**src/rtl/spi_flash_reader.sv**
```systemverilog
// spi_flash_reader: sequences a serial-flash READ (opcode, 24-bit address,
// N data bytes) over a byte-level SPI master engine and streams received
// bytes to a consumer through a valid/ready handshake.
module spi_flash_reader #(
    parameter logic [7:0] READ_CMD = 8'h03,
    parameter int         CS_GAP   = 2      // 1..15 cycles of deselect before o_done
) (
    input  logic        i_clk,
    input  logic        i_rst,
    // request side
    input  logic        i_req,
    input  logic [23:0] i_addr,
    input  logic [7:0]  i_len,
    input  logic        i_abort,
    output logic        o_busy,
    output logic        o_done,
    output logic        o_aborted,
    // received data stream
    output logic [7:0]  o_data,
    output logic        o_valid,
    input  logic        i_ready,
    // byte engine
    output logic        o_sel,
    output logic        o_xfer_start,
    output logic [7:0]  o_xfer_data,
    input  logic        i_xfer_busy,
    input  logic        i_xfer_done,
    input  logic [7:0]  i_xfer_data
);

    typedef enum logic [3:0] {
        IDLE,
        SETUP,
        CMD,
        A2,
        A1,
        A0,
        DATA,
        HOLD,
        GAP
    } state_t;

    state_t      state;
    logic [23:0] addr;        // captured flash address
    logic [8:0]  remaining;   // data bytes still to fetch; 256 encodes i_len == 0
    logic [3:0]  gap_cnt;     // deselect cycles elapsed in GAP
    logic        in_flight;   // a byte we launched has not reported done yet
    logic        abort_pend;  // abort seen while a byte was in flight
    logic        aborted;     // transaction is ending because of i_abort
    logic [7:0]  tx_byte;     // byte to transmit for the current byte state

    // Byte to transmit in each byte-level state.
    always_comb begin
        // NOTE: give every combinational output a value before the case so
        // no path leaves it unassigned (otherwise a latch is inferred).
        tx_byte = 8'h00;
        case (state)
            CMD:     tx_byte = READ_CMD;
            A2:      tx_byte = addr[23:16];
            A1:      tx_byte = addr[15:8];
            A0:      tx_byte = addr[7:0];
            default: tx_byte = 8'h00;
        endcase
    end

    // Transaction sequencer; every output is a register driven from here.
    always_ff @(posedge i_clk or posedge i_rst) begin
        if (i_rst) begin
            // NOTE: state uses non-blocking assignments so every register in
            // this block sees the pre-edge values of all the others.
            state        <= IDLE;
            addr         <= '0;
            remaining    <= '0;
            gap_cnt      <= '0;
            in_flight    <= 1'b0;
            abort_pend   <= 1'b0;
            aborted      <= 1'b0;
            o_busy       <= 1'b0;
            o_done       <= 1'b0;
            o_aborted    <= 1'b0;
            o_data       <= '0;
            o_valid      <= 1'b0;
            o_sel        <= 1'b0;
            o_xfer_start <= 1'b0;
            o_xfer_data  <= '0;
        end else begin
            // start is a single-cycle pulse unless a launch below re-asserts it
            o_xfer_start <= 1'b0;

            case (state)
                IDLE: begin
                    if (i_req) begin
                        addr       <= i_addr;
                        remaining  <= (i_len == 8'd0) ? 9'd256 : {1'b0, i_len};
                        in_flight  <= 1'b0;
                        abort_pend <= 1'b0;
                        aborted    <= 1'b0;
                        o_sel      <= 1'b1;
                        o_busy     <= 1'b1;
                        state      <= SETUP;
                    end
                end

                SETUP: begin
                    if (i_abort) begin
                        state      <= GAP;
                        o_sel      <= 1'b0;
                        gap_cnt    <= '0;
                        aborted    <= 1'b1;
                        abort_pend <= 1'b0;
                    end else begin
                        // launch the opcode on the same edge so it goes out
                        // right after the one-cycle select setup
                        state <= CMD;
                        if (!i_xfer_busy) begin
                            o_xfer_start <= 1'b1;
                            o_xfer_data  <= READ_CMD;
                            in_flight    <= 1'b1;
                        end
                    end
                end

                CMD, A2, A1, A0, DATA: begin
                    if (in_flight) begin
                        if (i_abort) begin
                            abort_pend <= 1'b1;
                        end
                        if (i_xfer_done) begin
                            in_flight <= 1'b0;
                            if (abort_pend || i_abort) begin
                                // the finished byte is dropped, never presented
                                state      <= GAP;
                                o_sel      <= 1'b0;
                                gap_cnt    <= '0;
                                aborted    <= 1'b1;
                                abort_pend <= 1'b0;
                            end else begin
                                case (state)
                                    CMD:     state <= A2;
                                    A2:      state <= A1;
                                    A1:      state <= A0;
                                    A0:      state <= DATA;
                                    default: begin
                                        o_data    <= i_xfer_data;
                                        o_valid   <= 1'b1;
                                        remaining <= remaining - 9'd1;
                                        state     <= HOLD;
                                    end
                                endcase
                            end
                        end
                    end else if (i_abort) begin
                        state      <= GAP;
                        o_sel      <= 1'b0;
                        gap_cnt    <= '0;
                        aborted    <= 1'b1;
                        abort_pend <= 1'b0;
                    end else if (!i_xfer_busy) begin
                        o_xfer_start <= 1'b1;
                        o_xfer_data  <= tx_byte;
                        in_flight    <= 1'b1;
                    end
                end

                HOLD: begin
                    if (i_abort) begin
                        // withdraw the byte without waiting for the consumer
                        o_valid    <= 1'b0;
                        state      <= GAP;
                        o_sel      <= 1'b0;
                        gap_cnt    <= '0;
                        aborted    <= 1'b1;
                        abort_pend <= 1'b0;
                    end else if (o_valid && i_ready) begin
                        o_valid <= 1'b0;
                        if (remaining != 9'd0) begin
                            // next dummy byte goes out on the acceptance edge
                            state <= DATA;
                            if (!i_xfer_busy) begin
                                o_xfer_start <= 1'b1;
                                o_xfer_data  <= 8'h00;
                                in_flight    <= 1'b1;
                            end
                        end else begin
                            state      <= GAP;
                            o_sel      <= 1'b0;
                            gap_cnt    <= '0;
                            aborted    <= 1'b0;
                            abort_pend <= 1'b0;
                        end
                    end
                end

                GAP: begin
                    if (o_done) begin
                        // the done cycle itself still counts as busy
                        o_done    <= 1'b0;
                        o_aborted <= 1'b0;
                        o_busy    <= 1'b0;
                        state     <= IDLE;
                    end else if (gap_cnt == 4'(CS_GAP - 1)) begin
                        o_done    <= 1'b1;
                        o_aborted <= aborted;
                    end else begin
                        gap_cnt <= gap_cnt + 4'd1;
                    end
                end

                default: begin
                    state <= IDLE;
                    o_sel <= 1'b0;
                end
            endcase
        end
    end

endmodule

```
**config.mk**
```make
export PLATFORM = sky130hd
export DESIGN_NAME = spi_flash_reader
export DESIGN_NICKNAME = d
export VERILOG_FILES = /design/src/rtl/spi_flash_reader.sv
export SDC_FILE = /design/constraint.sdc
export NUM_CORES = 1
export LEC_CHECK = 0
export ABC_AREA = 1
export BUFFER_PORTS_ARGS = -buffer_cell sky130_fd_sc_hd__buf_2
export CAP_MARGIN = 20
export CORE_UTILIZATION = 35
export CTS_CLUSTER_DIAMETER = 60
export DETAILED_ROUTE_END_ITERATION = 6
export PLACE_DENSITY_LB_ADDON = 0.15
export SLEW_MARGIN = 20
export SYNTH_ARGS = -nofsm -noshare
export SYNTH_HDL_FRONTEND = slang
export SYNTH_SLANG_ARGS = --single-unit
export TNS_END_PERCENT = 5
```
**constraint.sdc**
```tcl
create_clock -name i_clk -period 3.81 [get_ports i_clk]
set_clock_uncertainty 0.2 [all_clocks]
set_input_delay 0.762 -clock i_clk [delete_from_list [all_inputs] [get_ports i_clk]]
set_output_delay 0.762 -clock i_clk [all_outputs]
set_load 0.01 [all_outputs]
```
==> flow_metrics.tcl <==
set metrics [dict create \
    status "complete, no violations" \
    drt-wirelength-per-cell_um 13.1 \
    crit_top_cell "nand2_1" \
    cts_made_buffers 9 \
    syn_inst 484 \
    relSlewSlack_pct 43.3 \
    path_buf_inv 2 \
    start_util_pct 36.1 \
    path_cells "nor2_4, nand2_1, nand2_2, inv_2, nand2_1, nand2_1, nor2_4, inv_1, nand2_1, nand2_1" \
    layout-drive-gt1-share_pct 23.7 \
    hp-class "flop to flop" \
    place_congestion 0.866 \
    p_comb_share_pct 44.1 \
    grt_pass1_vias 3155 \
    dp_hpwl_mm 6.77 \
    mostFrequentLayoutCells "nand2_1 (160), buf_2 (68), dfrtp_1 (66)" \
    yosys_warnings 0 \
    crit_end "remaining[8]$_DFFE_PP0P_" \
    place_inst 678 \
    num_io_pins 69 \
    r2r_setup_slack_ns 1.41 \
    viasPerCell 4.75 \
    max_stage_delay_ns 0.48 \
    critPathKind "flop to flop" \
    final_util_pct 42.0 \
    ys_seq_area_share_pct 44.3 \
    post_cts_buffers 0 \
    clock-sinks 66 \
    worst_pin_slew_ns 0.851 \
    design_area_um2 4340 \
    ys_ff_latch 66 \
    r2r-start "state[3]$_DFFE_PP0P_" \
    n_antenna_cell 0 \
    io_buffers 68 \
    grt_pass1_wl_mm 15.1 \
    tns_ns 0 \
    cp.arrival_ns 2.44 \
    seqPwrFrac_pct 37.7 \
    startpoint_type "flop" \
    synth_top_area_share_pct 44.3 \
    fin_cells 694 \
    internal_power_mw 1.72 \
    drt-pass1-iter-count 4 \
    end_kind "flop" \
    finalWorstSetupSlack_ns 1.41 \
    ir_worst_vdd_v 0.000320 \
    wl_mm 9.06 \
    crit_family "simple AND/OR/NAND/NOR gates" \
    num_rows 37 \
    p_total_mw 3.08 \
    cts_root_buf "clkbuf_8" \
    cp.depth 10 \
    clkTransAtPathRegs_ns 0.08 \
    pwr-share-clk_pct 18.2 \
    antenna_found_initial 0 \
    fmax_mhz 418 \
    synth_area_leader_cell "dfrtp_1" \
    grt_start_max_net_pins 67 \
    r2r_cells 10 \
    grt_use_total_pct 17.4 \
    place_area_um2 4150 \
    critPathMaxFanout 24 \
    synth_area_leaders "dfrtp_1 (44%), nand2_1 (16%), nand3_1 (7.0%)" \
    place_ws_ns 1.31 \
    layout_commonest_cell "nand2_1" \
    syn_area_per_cell_um2 7.70 \
    die_w_um 105 \
    holdWs_ns 0.273 \
    syn_nets 534 \
    netlist_area_um2 3720 \
    p_per_area_nw_per_um2 710 \
    cts_buffer_depth 2 \
    fin_crit_sh_pct 62.9 \
    die_h_um 105 \
    vias 3299 \
    p_sw_share_pct 44.2 \
    drc 0 \
    first_iter_violations 176 \
    worstPathRequired_ns 3.85 \
    clock_latency_ns 0.34 \
    maxCapViolCount 0 \
    grt_overflow 0 \
    crit_start "state[3]$_DFFE_PP0P_" \
    areaGrowthSynthToFinish_pct 16.4 \
    slew_viol_final 0 \
    core_area_um2 10300 \
    slowest_stage "dfrtp_1" \
    min_period_ns 2.40 \
    nets 603 \
    htree_levels 3 \
    rsz0062_at_grt "false" \
    power.switching_mw 1.36 \
    ant_nets 0 \
    cts_hold_buf 0 \
    dieArea_um2 11100 \
    synth.distinct_cells 31 \
    finalHoldViolCount 0 \
    post_cts_resized 0 \
    power_leakage_nw 2.28 \
    cts_tree "yes" \
    timing.rr.end "remaining[8]$_DFFE_PP0P_" \
    finalSetupViolCount 0 \
]
-- synthesized netlist by cell type --
library cell / instances
a21oi_1: 6
a21oi_2: 1
buf_2: 1
buf_4: 2
buf_6: 5
clkbuf_1: 2
clkbuf_2: 1
dfrtp_1: 66
ha_1: 3
inv_1: 56
inv_2: 4
mux2_2: 22
nand2_1: 160
nand2_2: 5
nand3_1: 52
nand3b_1: 2
nand4_1: 8
nor2_1: 31
nor2_2: 4
nor2_4: 4
nor3_1: 3
nor3b_4: 1
nor4_1: 2
o211ai_1: 5
o21a_1: 1
o21ai_0: 27
o21ai_1: 3
o21ai_2: 1
o31ai_1: 1
or2_2: 4
xor2_1: 1
-- tightest hold or removal path, delay by kind of cell, from the launching register on --
family           cells  cell delay [ns]
AND/OR/NAND/NOR      2             0.09
flip-flops           1             0.35
-- cell families after synthesis --
kind of cell             Yosys count  share of synthesized area, %
XOR/XNOR                           1                         0.235
flip-flops                        66                          44.3
adder cells (fa/ha/maj)            3                          1.01
buffers and inverters             71                          8.43
AND/OR/NAND/NOR                  276                          32.6
multiplexers                      22                          6.65
AO/OA/AOI/OAI                     45                          6.72
-- worst min-delay path by stage --
stage	startpoint	endpoint	slack (ns)	cells past startpoint
floorplan	aborted$_DFFE_PP0P_	aborted$_DFFE_PP0P_	0.24	2
global placement	o_xfer_data[4]$_DFFE_PP0P_	o_xfer_data[4]$_DFFE_PP0P_	0.26	2
detailed placement	o_xfer_data[7]$_DFFE_PP0P_	o_xfer_data[7]$_DFFE_PP0P_	0.26	2
CTS	o_xfer_data[7]$_DFFE_PP0P_	o_xfer_data[7]$_DFFE_PP0P_	0.28	2
global route	o_xfer_data[4]$_DFFE_PP0P_	o_xfer_data[4]$_DFFE_PP0P_	0.29	2
finish	o_xfer_data[7]$_DFFE_PP0P_	o_xfer_data[7]$_DFFE_PP0P_	0.27	2
-- metal layers --
metal	track usage, %	vias up	share of wire (%)
met5	0	-	0
met4	5.73	0	0.97
met2	27.2	69	47
li1	-	1694	-
met3	4.49	8	4.6
met1	23.4	1528	47
-- sequential cells by signal, indices dropped and copies added, names as in the netlist, 4 cells and up --
| name | cells |
|---|---|
| gap_cnt | 4 |
| remaining | 9 |
| o_data | 8 |
| addr | 24 |
| o_xfer_data | 8 |
| state | 4 |
-- final cells by class --
type | count | area, um^2
clock buffer | 9 | 124
clock inverter | 7 | 58.8
fill | 1116 | 5990
inverter | 60 | 225
multi-input combinational | 347 | 1760
sequential | 66 | 1650
tap | 136 | 170
timing repair buffer | 69 | 348
-- power groups by stage --
| stage | logic, mW | registers, mW | clock network [mW] |
|---|---|---|---|
| after floorplan | 1.11 | 1.12 | 0 |
| after global placement | 1.34 | 1.17 | 0 |
| after detailed placement | 1.36 | 1.18 | 0 |
| after CTS | 1.37 | 1.16 | 0.583 |
| after global routing | 1.55 | 1.20 | 0.611 |
| final | 1.36 | 1.16 | 0.560 |
Note: power is estimated with default switching activity, not from simulation.
